`config.mk`:
```
export PLATFORM = sky130hd
export DESIGN_NAME = router_output_arbiter_flat
export DESIGN_NICKNAME = d
export VERILOG_FILES = /design/src/rtl/router_pkg.sv /design/src/rtl/router_output_arbiter_if.sv /design/src/rtl/rr_grant_logic.sv /design/src/rtl/router_output_arbiter.sv /design/src/flat_wrapper.sv
export SDC_FILE = /design/constraint.sdc
export NUM_CORES = 1
export LEC_CHECK = 0
export BUFFER_PORTS_ARGS = -buffer_cell sky130_fd_sc_hd__buf_2
export CAP_MARGIN = 20
export CORE_ASPECT_RATIO = 1.4
export CORE_MARGIN = 2
export CORE_UTILIZATION = 46
export CTS_BUF_LIST = sky130_fd_sc_hd__clkbuf_4 sky130_fd_sc_hd__clkbuf_8
export DETAILED_ROUTE_END_ITERATION = 10
export MAX_ROUTING_LAYER = met4
export PLACE_DENSITY = 0.8
export SYNTH_ARGS = -nofsm -noshare
export SYNTH_HDL_FRONTEND = slang
export SYNTH_SLANG_ARGS = --single-unit
```
`constraint.sdc`:
```
create_clock -name clk -period 3.6 [get_ports clk]
set_input_delay 0.54 -clock clk [delete_from_list [all_inputs] [get_ports clk]]
set_output_delay 0.54 -clock clk [all_outputs]
set_load 0.03 [all_outputs]
```
`src/rtl/router_pkg.sv`:
```
// Shared definitions for the router output-side arbiters.
// Optional feature macro: ROUTER_ARBITER_SRC_TAG_EN (adds a source-index tag to every queue entry).
package router_pkg;

  // Width of a source index for n requesters; a single requester still needs one bit.
  function automatic int tag_width(input int n);
    return (n < 2) ? 1 : $clog2(n);
  endfunction

  // The output queue is fixed at two entries.
  localparam int QDEPTH = 2;

  // Layout of a queue entry for the standard 8-input, 5-bit-payload arbiter.
  localparam int DEF_NBITS   = 5;
  localparam int DEF_NINPUTS = 8;
`ifdef ROUTER_ARBITER_SRC_TAG_EN
  localparam int DEF_TAG     = $clog2(DEF_NINPUTS);
`endif

  typedef struct packed {
`ifdef ROUTER_ARBITER_SRC_TAG_EN
    logic [DEF_TAG-1:0]   tag;
`endif
    logic [DEF_NBITS-1:0] payload;
  } arb_entry_t;

endpackage

```
`src/rtl/router_output_arbiter_if.sv`:
```
// Request/send bundle between the per-input routers, the arbiter and the output link.
// Optional feature macro: ROUTER_ARBITER_SRC_TAG_EN (widens send_msg by the source tag).
interface router_output_arbiter_if #(
  parameter int p_nbits   = 5,
  parameter int p_ninputs = 8
);
  import router_pkg::*;

  localparam int c_tag = tag_width(p_ninputs);
`ifdef ROUTER_ARBITER_SRC_TAG_EN
  localparam int c_send_w = p_nbits + c_tag;
`else
  localparam int c_send_w = p_nbits;
`endif

  logic [p_ninputs-1:0]         recv_val;
  logic [p_ninputs-1:0]         recv_rdy;
  logic [p_nbits*p_ninputs-1:0] recv_msg;
  logic                         send_val;
  logic                         send_rdy;
  logic [c_send_w-1:0]          send_msg;

  // Environment side: routers drive requests, the link drives send_rdy.
  modport master (
    output recv_val, recv_msg, send_rdy,
    input  recv_rdy, send_val, send_msg
  );

  // Arbiter side.
  modport slave (
    input  recv_val, recv_msg, send_rdy,
    output recv_rdy, send_val, send_msg
  );

endinterface

```
`src/rtl/rr_grant_logic.sv`:
```
// Combinational round-robin grant: first requester found walking up from ptr, with wrap.
module rr_grant_logic
  import router_pkg::*;
#(
  parameter int p_ninputs = 8,
  localparam int c_tag    = tag_width(p_ninputs)
) (
  input  logic [p_ninputs-1:0] req,
  input  logic [c_tag-1:0]     ptr,
  output logic [p_ninputs-1:0] grant,
  output logic [c_tag-1:0]     grant_idx
);

  int   idx;
  logic found;

  // Walk ptr, ptr+1, ..., wrapping to 0, and grant the first active request.
  always_comb begin
    grant     = '0;
    grant_idx = '0;
    found     = 1'b0;
    idx       = 0;
    for (int off = 0; off < p_ninputs; off++) begin
      idx = int'(ptr) + off;
      if (idx >= p_ninputs) begin
        idx = idx - p_ninputs;
      end
      if (!found && req[idx]) begin
        found      = 1'b1;
        grant[idx] = 1'b1;
        grant_idx  = c_tag'(idx);
      end
    end
  end

endmodule

```
`src/rtl/router_output_arbiter.sv`:
```
// Output-port merge stage: round-robin picks one router lane per cycle and
// enqueues its payload into a 2-entry queue that feeds the output link.
// Optional feature macro: ROUTER_ARBITER_SRC_TAG_EN (store and emit the source index).
module router_output_arbiter
  import router_pkg::*;
#(
  parameter int p_nbits   = 5,
  parameter int p_ninputs = 8
) (
  input  logic                   clk,
  input  logic                   reset,
  router_output_arbiter_if.slave io
);

  localparam int c_tag  = tag_width(p_ninputs);
  localparam int c_qptr = $clog2(QDEPTH);

  typedef struct packed {
`ifdef ROUTER_ARBITER_SRC_TAG_EN
    logic [c_tag-1:0]   tag;
`endif
    logic [p_nbits-1:0] payload;
  } entry_t;

  logic [c_tag-1:0]     ptr_q, ptr_d;
  logic [1:0]           count_q, count_d;
  logic [c_qptr-1:0]    wr_ptr_q, wr_ptr_d;
  logic [c_qptr-1:0]    rd_ptr_q, rd_ptr_d;
  entry_t               entries_q [QDEPTH];
  entry_t               entries_d [QDEPTH];

  logic [p_ninputs-1:0] grant;
  logic [c_tag-1:0]     grant_idx;
  logic                 full;
  logic                 enq;
  logic                 deq;
  entry_t               new_entry;

  rr_grant_logic #(
    .p_ninputs (p_ninputs)
  ) u_grant (
    .req       (io.recv_val),
    .ptr       (ptr_q),
    .grant     (grant),
    .grant_idx (grant_idx)
  );

  // Accept side sees only registered count, so send_rdy never reaches recv_rdy.
  assign full        = (count_q == 2'(QDEPTH));
  assign io.recv_rdy = grant & {p_ninputs{~full}};
  assign enq         = |(io.recv_val & io.recv_rdy);

  // Queue head is presented directly from storage.
  assign io.send_val = (count_q != 2'd0);
  assign io.send_msg = entries_q[rd_ptr_q];
  assign deq         = io.send_val & io.send_rdy;

  // Build the entry for the granted lane; payload is passed through untouched.
  always_comb begin
    new_entry         = '0;
    new_entry.payload = io.recv_msg[grant_idx*p_nbits +: p_nbits];
`ifdef ROUTER_ARBITER_SRC_TAG_EN
    new_entry.tag     = grant_idx;
`endif
  end

  // Next-state for pointer, queue storage and occupancy.
  always_comb begin
    ptr_d     = ptr_q;
    count_d   = count_q;
    wr_ptr_d  = wr_ptr_q;
    rd_ptr_d  = rd_ptr_q;
    entries_d = entries_q;

    if (enq) begin
      entries_d[wr_ptr_q] = new_entry;
      wr_ptr_d            = wr_ptr_q + 1'b1;
      ptr_d               = (grant_idx == c_tag'(p_ninputs - 1)) ? '0 : grant_idx + 1'b1;
    end

    if (deq) begin
      rd_ptr_d = rd_ptr_q + 1'b1;
    end

    case ({enq, deq})
      2'b10:   count_d = count_q + 2'd1;
      2'b01:   count_d = count_q - 2'd1;
      default: count_d = count_q;
    endcase
  end

  // All state; reset clears storage so send_msg reads zero while empty after reset.
  always_ff @(posedge clk or posedge reset) begin
    if (reset) begin
      ptr_q    <= '0;
      count_q  <= '0;
      wr_ptr_q <= '0;
      rd_ptr_q <= '0;
      for (int i = 0; i < QDEPTH; i++) begin
        entries_q[i] <= '0;
      end
    end else begin
      ptr_q     <= ptr_d;
      count_q   <= count_d;
      wr_ptr_q  <= wr_ptr_d;
      rd_ptr_q  <= rd_ptr_d;
      entries_q <= entries_d;
    end
  end

endmodule
```
`src/flat_wrapper.sv`:
```
// flat-port wrapper written by rule: the top's interface ports become plain ports
module router_output_arbiter_flat import router_pkg::*;
#(
  parameter int p_nbits   = 5,
  parameter int p_ninputs = 8
)
  (clk, reset, io_recv_val, io_recv_msg, io_send_rdy, io_recv_rdy, io_send_val, io_send_msg);
  router_output_arbiter_if #(.p_nbits(p_nbits), .p_ninputs(p_ninputs)) io_i ();
  input  logic clk;
  input  logic reset;
  input wire logic [$bits(io_i.recv_val)-1:0] io_recv_val;
  input wire logic [$bits(io_i.recv_msg)-1:0] io_recv_msg;
  input wire logic [$bits(io_i.send_rdy)-1:0] io_send_rdy;
  output wire logic [$bits(io_i.recv_rdy)-1:0] io_recv_rdy;
  output wire logic [$bits(io_i.send_val)-1:0] io_send_val;
  output wire logic [$bits(io_i.send_msg)-1:0] io_send_msg;
  assign io_i.recv_val = io_recv_val;
  assign io_i.recv_msg = io_recv_msg;
  assign io_i.send_rdy = io_send_rdy;
  assign io_recv_rdy = io_i.recv_rdy;
  assign io_send_val = io_i.send_val;
  assign io_send_msg = io_i.send_msg;
  router_output_arbiter #(.p_nbits(p_nbits), .p_ninputs(p_ninputs)) u_core (.clk(clk), .reset(reset), .io(io_i));
endmodule
```
== Yosys cells after proc, flatten, opt, wreduce, memory -nomap -nowiden ==
Index checks and enable logic that the tools add are counted.

* Register bits after elaboration: 17
* Bits of input ports: 51
* Output and inout port bits: 14
* Logic and storage cells: 177

* Add/sub/neg operators: 20
* $mul: 1
* Magnitude comparators: 27
* Eq/ne operators: 4
* Shifts and indexed selects: 1
* Multiplexer cells: 79
* Bitwise logic cells: 13
* Reduce and logical (&&, ||, !) cells: 26

{| class="wikitable"
|+ Operators with widths
! cell !! count
|-
| 32-bit by 1-bit greater-or-equal comparator with 1-bit output, second input constant || 8
|-
| 32-bit by 5-bit < comparator with 1-bit output, second input constant || 8
|-
| 32-bit 2-to-1 mux || 8
|-
| 8-bit 2-to-1 mux || 8
|-
| 8-bit OR || 7
|-
| 40-bit by 7-bit variable part select with 5-bit output || 1
|-
| 4-bit by 4-bit subtractor with 5-bit output, second input constant || 7
|-
| 1-bit 2-to-1 mux || 31
|-
| 4-bit greater-or-equal comparator, second input constant || 7
|-
| 3-bit 2-to-1 mux || 9
|-
| 1-bit binary-select mux with 3-bit select || 8
|-
| 1-bit demux with 3-bit select || 8
|-
| 5-bit 2-to-1 mux || 4
|-
| 3-bit by 3-bit adder with 4-bit output, second input constant || 4
|-
| 8-bit AND || 2
|-
| 1-bit logical AND || 16
|-
| 10-bit bitwise mux || 1
|-
| 3-bit by 2-bit adder with 4-bit output, second input constant || 2
|-
| 8-bit OR reduction || 1
|-
| 1-bit logical NOT || 7
|-
| 3-bit by 3-bit multiplier with 6-bit output, second input constant || 1
|-
| 5-bit demux with 1-bit select || 1
|-
| 3-bit by 4-bit subtractor with 5-bit output, second input constant || 1
|-
| 3-bit by 1-bit adder with 4-bit output, second input constant || 1
|-
| 15 further kinds || 20
|}

== Longest topological paths before layout ==
Gate-level depths: netlist (run 1).

* Word-level depth: 32
* Mapped depth: 19
* Depth with buffers taken out: 14

== Cells and area by module ==
From an unflattened synthesis (run 1), not the netlist that was laid out.

* Cell total of the unflattened synthesis: 248
* Area total of the unflattened synthesis: 2745.1 um2

{| class="wikitable"
|+ Modules (own cells, without submodules)
! module !! instances !! cells each !! area each (um2)
|-
| rr_grant_logic || 1 || 162 || 1546.5
|-
| router_output_arbiter || 1 || 86 || 1198.6
|}

== Least setup slack after synthesis (run 1) ==
OpenSTA, ideal clock, no wires.

* Path type: reg2reg
* From: reg u_core.ptr_q[0]
* To: reg u_core.entries_q[0] in the netlist's numbering
* Setup time: 0.125 ns
* Data arrival time: 3.878 ns
* Data required time: 3.475 ns
* Path slack: -0.403 ns
* Stages on the path, launching flop included: 18
* Period minus slack after synthesis: 4.003 ns
* Cells stage by stage: dfrtp_1 buf_6 inv_1 buf_6 ha_1 buf_4 mux2i_1 mux4_2 a32o_2 buf_1 a221oi_2 o21ai_1 a221oi_2 nor2_1 nor4b_4 nand2b_1 buf_6 mux2_4

* Longest elaborated chain between the ends: 30

{| class="wikitable"
|+ Ends and longest elaborated chain
! element !! RTL line !! text
|-
| from (decl) || router_output_arbiter.sv:25 || <nowiki>logic [c_tag-1:0] ptr_q, ptr_d;</nowiki>
|-
| from (signal assigned) || router_output_arbiter.sv:103 || <nowiki>ptr_q <= ptr_d;</nowiki>
|-
| parallel branches: the longest is 30 deep, another holds 4-bit by 4-bit subtractor with 5-bit output || -- ||
|-
| to (signal assigned) || router_output_arbiter.sv:107 || <nowiki>entries_q <= entries_d;</nowiki>
|-
| to (decl) || router_output_arbiter.sv:29 || <nowiki>entry_t entries_q [QDEPTH];</nowiki>
|}

Parallel ways; which one is timed is not known. The select of a mux whose other input is x is not followed.
A chain may end at the register's enable or synchronous reset.

== Final worst setup path (run 1) ==
* From: reg u_core.ptr_q[1]
* To: reg u_core.count_q[1]

* Longest elaborated chain between the ends: 32

{| class="wikitable"
|+ Ends and longest elaborated chain
! element !! RTL line !! text
|-
| parallel branches: the longest is 26 deep, another holds 32-bit by 1-bit greater-or-equal comparator with 1-bit output || -- ||
|-
| 8-bit 2-to-1 mux (*) || rr_grant_logic.sv:28 || <nowiki>if (!found && req[idx]) begin</nowiki>
|-
| 8-bit AND (*) || router_output_arbiter.sv:50 || <nowiki>assign io.recv_rdy = grant & {p_ninputs{~full}};</nowiki>
|-
| 8-bit AND (*) || router_output_arbiter.sv:51 || <nowiki>assign enq = |(io.recv_val & io.recv_rdy);</nowiki>
|-
| 8-bit OR reduction (*) || router_output_arbiter.sv:51 ||
|-
| 2-bit by 1-bit == test with 1-bit output / 2-bit == test (equally long branches) || router_output_arbiter.sv:85 || <nowiki>case ({enq, deq})</nowiki>
|-
| 2-bit one-hot mux with 2 select lines / 2-bit nonzero test (equally long branches) || -- ||
|-
| to (signal assigned) || router_output_arbiter.sv:104 || <nowiki>count_q <= count_d;</nowiki>
|-
| to (decl) || router_output_arbiter.sv:26 || <nowiki>logic [1:0] count_q, count_d;</nowiki>
|}

Mark *: on every way between the ends. The select of a mux whose other input is x is not followed.

==> flow_metrics.env, run 1 <==
export IMPL_die_area_sq_um=7600
export IMPL_cts_max_level=1
export IMPL_dieWidth_microns=74.3
export IMPL_path_max_fanout=7
export IMPL_synthToLayoutAreaGrowth_pct=37.4
export IMPL_fin_ws_ns=-0.274
export IMPL_die_h_microns=102
export IMPL_cts_sinks=17
export IMPL_dp_hpwl_microns=8860
export IMPL_synth_fp_nets=412
export IMPL_slew_headroom_pct=55.2
export IMPL_ys_warn_count=0
export IMPL_synthMuxAreaShare_pct=35.0
export IMPL_synth_top_cell_by_area="mux2i_1"
export IMPL_postLayoutCoreUtil_pct=65.6
export IMPL_worst_path_most_repeated_cell="ha_4"
export IMPL_synth_flop_cell="dfrtp_1"
export IMPL_drt_iter0_drc=287
export IMPL_vias=3480
export IMPL_cap_viol_max_count=0
export IMPL_num_antenna_cells=0
export IMPL_core_sq_um=6660
export IMPL_cts_buffer_depth=2
export IMPL_path_cells="inv_6 > ha_4 > buf_6 > mux2i_2 > mux4_2 > a32o_2 > a222oi_1 > o31ai_1 > o311ai_1 > o2111ai_2 > nor4b_4 > buf_4 > ha_4 > xnor2_2 > nor2_1 > xor2_1"
export IMPL_netlist_top_cells_area="mux2i_1 15%, dfrtp_1 13%, mux4_2 7.1%"
export IMPL_rsz0062_at_grt="true"
export IMPL_period_minus_slack_ns=3.87
export IMPL_worst_slew_pin_slew_ns=0.671
export IMPL_violations="setup timing"
export IMPL_seq_area_frac_synth_pct=13.4
export IMPL_synth_seq_cells=17
export IMPL_cts_hold_fix_buffers=0
export IMPL_yosys_area_share_simple_pct=17.8
export IMPL_synth_edf_count=0
export IMPL_drc=0
export IMPL_grt_use_total_pct=31.9
export IMPL_yosysMostFrequentCell="mux2i_1"
export IMPL_syn_area_sq_um=3180
export IMPL_finalHoldViolCount=0
export IMPL_io_buffer_count=64
export IMPL_yosysUniqueCellTypes=78
export IMPL_synth_compound_area_share_pct=17.9
export IMPL_start_util_pct=47.8
export IMPL_worst_clock_skew_ns=0.00310
export IMPL_fill_cells=545
export IMPL_synthXorXnorAreaFrac_pct=3.03
export IMPL_antenna_found_initial=0
export IMPL_async_reset_ff_share_pct=100
export IMPL_synth_fa_ha_area_share_pct=3.93
export IMPL_fin_crit_sh_pct=108
export IMPL_critPathLaunchType="register"
export IMPL_ff2ff_path_depth=16
export IMPL_num_rows=35
export IMPL_synth_avg_cell_area_sq_um=9.06
export IMPL_end_kind="register"
export IMPL_synth_commonest_cells="49 x mux2i_1, 26 x nor2_1, 25 x nand2_1"
export IMPL_grt_pass1_vias=3618
export IMPL_layout_nets=552
export IMPL_critPathKind="reg2reg"
export IMPL_required_ns=3.74
export IMPL_ant_nets=0
export IMPL_grt_overflow_total=0
export IMPL_status="finished with violations"
export IMPL_timing_fmax_mhz=258
export IMPL_numCtsBuffers=3
export IMPL_root_buffer="clkbuf_8"
export IMPL_grt_max_degree=26
export IMPL_layout_drive_gt1_share_pct=48.2
export IMPL_yosysTopAreaCellShare_pct=15.4
export IMPL_setup_viol=24
export IMPL_synth_top_family_by_area="multiplexers"
export IMPL_grt_pass1_wl_microns=18000
export IMPL_top_level_ports=65
export IMPL_timing_hold_worst_class="in2async"
export IMPL_cp_slowest_cell="mux4_2"
export IMPL_via_per_inst=5.98
export IMPL_clkTransAtPathRegs_ns=0.07
export IMPL_syn_inst=351
export IMPL_final_max_slew_viol_count=0
export IMPL_place_congestion=1.02
export IMPL_routedWlPerCell_microns=19.4
export IMPL_dr_pass1_iters=4
export IMPL_tritoncts="built"
export IMPL_finalWirelength_microns=11300
export IMPL_clk_latency_ns=0.25
export IMPL_max_stage_delay_ns=0.47
export IMPL_crit_arrival_ns=4.01
==> worst paths after layout <==
check                                  start                end  slack (ns)
max in group asynchronous              reset    u_core.ptr_q[0]        2.76
min in group clk           u_core.count_q[1]  u_core.count_q[1]        0.51
hold / removal                         reset    u_core.rd_ptr_q        0.37
hold reg to reg            u_core.count_q[1]  u_core.count_q[1]        0.51
setup reg to reg             u_core.ptr_q[1]  u_core.count_q[1]       -0.27
setup / recovery             u_core.ptr_q[1]  u_core.count_q[1]       -0.27
==> state kept, by name (all words and copies together) (netlist names) <==
register,count
u_core.entries_q,10
u_core.rd_ptr_q,1
u_core.wr_ptr_q,1
u_core.count_q,2
u_core.ptr_q,3
==> kinds of logic after synthesis <==
| logic type | count (synthesis) |
|---|---|
| and+or+nand+nor | 108 |
| adders and majority gates | 10 |
| DFF | 17 |
| buffers and inverters | 41 |
| AOI/OAI and AO/OA | 75 |
| muxes | 89 |
| xor gates and xnor gates | 11 |
==> through the flow <==
step	cells	TNS [ns]	setup WS [ns]	instance area, sq um	hold WS, ns
2_1_floorplan	351	-3.26	-0.321	3220	0.464
3_3_place_gp	573	-1.16	-0.151	4140	0.492
3_5_place_dp	573	-2.61	-0.272	4140	0.496
4_1_cts	579	-2.85	-0.186	4290	0.394
5_1_grt	582	-7.09	-0.406	4370	0.425
6_report	582	-3.82	-0.274	4370	0.372
==> repair_timing <==
item,CTS,global route
endpoints found under the hold margin,0,0
buffers inserted,2,4
resized for setup,18,11
pin swaps,4,2
endpoints found under the setup margin,22,24
==> layer usage <==
| metal | share of wire, % | GRT usage (%) |
|---|---|---|
| met5 | 0 | - |
| met4 | 7.8 | 20.5 |
| met3 | 6.2 | 3.35 |
| met2 | 50 | 54.7 |
| met1 | 36 | 34.3 |
==> layout by cell type, fill, tap and decap left out, types with 3 or more instances in the layout <==
cell type / count
a21oi_1: 13
a221oi_2: 3
a22oi_1: 3
and2_1: 4
and3_1: 8
buf_12: 3
buf_2: 60
buf_4: 95
clkbuf_8: 3
dfrtp_1: 16
ha_1: 7
inv_1: 13
mux2_2: 13
mux2_4: 13
mux2i_1: 48
mux4_2: 10
nand2_1: 25
nand3_1: 13
nand4_1: 3
nor2_1: 26
nor2b_1: 6
nor3_1: 5
o211ai_1: 4
o21ai_0: 9
o21ai_1: 3
xnor2_1: 4
xor2_1: 5
==> final cells by class <==
class	count	area (sq um)	share of cell area, %
Clock buffer	3	41.3	0.945
Clock inverter	1	5.00	0.115
Inverter	15	63.8	1.46
Multi-Input combinational cell	293	2610	59.7
Sequential cell	17	427	9.77
Tap cell	92	115	2.63
Timing Repair Buffer	161	1110	25.4
==> critical path, delay by kind of cell (launching register included) <==
family	cells	cell delay (ns)
AOI/OAI and AO/OA	5	1.24
and+or+nand+nor	2	0.48
buffers and inverters	3	0.36
xor gates and xnor gates	2	0.24
muxes	2	0.63
adders and majority gates	2	0.38
DFF	1	0.43
Power of run 1 is not shown: default switching activity piles up to over one toggle a cycle in this logic, so the estimate is an artifact.
==> run 2, diff against run 1 <==
--- a/config.mk
+++ b/config.mk
@@ -5,15 +5,15 @@
 export SDC_FILE = /design/constraint.sdc
 export NUM_CORES = 1
 export LEC_CHECK = 0
-export BUFFER_PORTS_ARGS = -buffer_cell sky130_fd_sc_hd__buf_2
 export CAP_MARGIN = 20
 export CORE_ASPECT_RATIO = 1.4
 export CORE_MARGIN = 2
 export CORE_UTILIZATION = 46
 export CTS_BUF_LIST = sky130_fd_sc_hd__clkbuf_4 sky130_fd_sc_hd__clkbuf_8
 export DETAILED_ROUTE_END_ITERATION = 10
+export DONT_BUFFER_PORTS = 1
 export MAX_ROUTING_LAYER = met4
-export PLACE_DENSITY = 0.8
+export PLACE_DENSITY = 0.72
 export SYNTH_ARGS = -nofsm -noshare
 export SYNTH_HDL_FRONTEND = slang
 export SYNTH_SLANG_ARGS = --single-unit
==> flow_metrics.env, run 2 (synthesized netlist as in run 1, its figures left out) <==
export IMPL_core_sq_um=6660
export IMPL_clk_latency_ns=0.25
export IMPL_routedWlPerCell_microns=20.7
export IMPL_fin_ws_ns=-0.276
export IMPL_path_max_fanout=8
export IMPL_critPathBufInv=5
export IMPL_path_cells="inv_6 > ha_4 > buf_4 > mux2_2 > mux2_2 > o22ai_4 > nand3_4 > buf_4 > nor4_1 > buf_4 > nor3_2 > nor2_1 > buf_4"
export IMPL_drc=0
export IMPL_top_level_ports=65
export IMPL_root_buffer="clkbuf_8"
export IMPL_status="finished with violations"
export IMPL_cts_max_level=1
export IMPL_multi_input_area_sq_um=2740
export IMPL_antenna_found_initial=0
export IMPL_layout_nets=496
export IMPL_critPathKind="reg2out"
export IMPL_required_ns=3.06
export IMPL_tritoncts="built"
export IMPL_cts_hold_fix_buffers=0
export IMPL_reg_largest_list="u_core.entries_q x10, u_core.ptr_q x3, u_core.count_q x2"
export IMPL_regMostFlops="u_core.entries_q"
export IMPL_layout_commonest_cell="buf_4"
export IMPL_pre_cts_slack_ns=-0.329
export IMPL_end_kind="output port"
export IMPL_rsz0062_at_grt="true"
export IMPL_fin_crit_sh_pct=108
export IMPL_setup_viol=24
export IMPL_final_max_slew_viol_count=0
export IMPL_whs_ns=0.267
export IMPL_ant_nets=0
export IMPL_die_h_microns=102
export IMPL_fill_cells=545
export IMPL_grt_use_total_pct=29.8
export IMPL_finalWirelength_microns=10900
export IMPL_io_buffer_count=0
export IMPL_grt_pass1_wl_microns=16900
export IMPL_period_minus_slack_ns=3.88
export IMPL_worst_clock_skew_ns=0.00213
export IMPL_cts_buffer_depth=2
export IMPL_grt_pass1_vias=3368
export IMPL_vias=3332
export IMPL_finalHoldViolCount=0
export IMPL_dieWidth_microns=74.3
export IMPL_worst_path_most_repeated_cell="buf_4"
export IMPL_cp_slowest_cell="dfrtp_1"
export IMPL_cp_top_family="buffers and inverters"
export IMPL_place_congestion=1.02
export IMPL_dp_hpwl_microns=8380
export IMPL_violations="setup timing"
export IMPL_clkTransAtPathRegs_ns=0.07
export IMPL_cap_viol_max_count=0
export IMPL_grt_max_degree=26
export IMPL_dr_pass1_iters=6
export IMPL_grt_overflow_total=0
export IMPL_cts_sinks=17
export IMPL_max_stage_delay_ns=0.43
export IMPL_synthToLayoutAreaGrowth_pct=34.4
export IMPL_drt_iter0_drc=296
export IMPL_timing_hold_worst_class="in2async"
export IMPL_crit_arrival_ns=3.34
export IMPL_start_util_pct=47.8
export IMPL_worst_slew_pin_slew_ns=0.922
export IMPL_num_antenna_cells=0
export IMPL_layout_drive_gt1_share_pct=46.5
export IMPL_die_area_sq_um=7600
export IMPL_via_per_inst=6.33
export IMPL_numCtsBuffers=3
export IMPL_final_cell_mix="90 x buf_4, 47 x mux2i_1, 24 x nand2_1"
export IMPL_seqCellArea_sq_um=425
export IMPL_tns_ns=-4.61
export IMPL_timing_fmax_mhz=258
export IMPL_slew_headroom_pct=37.9
export IMPL_largest_reg_flops=10
export IMPL_postLayoutCoreUtil_pct=64.2
export IMPL_critPathLaunchType="register"
export IMPL_num_rows=35
run 2: cell count changes in the layout (fill, tap and decap cells not counted), sizes merged:
cell,change
buf,-56
clkinvlp,+1
inv,-1
run 2: cell type report:
cell class,count,area share [%]
sequential,17,9.95
multi-input combinational,293,64.1
tap,92,2.69
clock buffer,3,0.966
clock inverter,1,0.117
inverter,15,1.58
timing repair buffer,105,20.6
run 2: repair_timing:
item                       in CTS  in global routing
buffers inserted                2                 10
cloned                          0                  0
pin swaps                       4                 17
setup endpoints to repair      24                 24
resized for setup              24                 42
run 2: through the flow:
step | cells | instance area (sq um)
after floorplan | 351 | 3220
after CTS | 516 | 4020
final | 526 | 4280
after global routing | 526 | 4280
after detailed placement | 510 | 3850
after global placement | 510 | 3850
run 2: metal layers:
metal  track usage, %  up-vias  routed length, microns
met5                -        -                       0
met1             32.5     1565                    3910
met3             2.76       64                     643
met2             50.5      209                    5570
li1                 -     1494                       -
met4             20.2        0                     794
run 2: path summary, 6_finish.rpt:
check / endpoint / slack [ns] / from / cells past startpoint
min reg2reg: u_core.count_q[1] / 0.50 / u_core.count_q[1] / 1
max: io_recv_rdy[1] / -0.28 / u_core.ptr_q[1] / 13
min in group clk: u_core.count_q[1] / 0.50 / u_core.count_q[1] / 1
max reg2reg: u_core.count_q[0] / -0.25 / u_core.ptr_q[1] / 17
max in group asynchronous: u_core.entries_q[5] / 2.91 / reset / 1
min: u_core.rd_ptr_q / 0.27 / reset / 1
Power of run 2 is left out for the same reason.
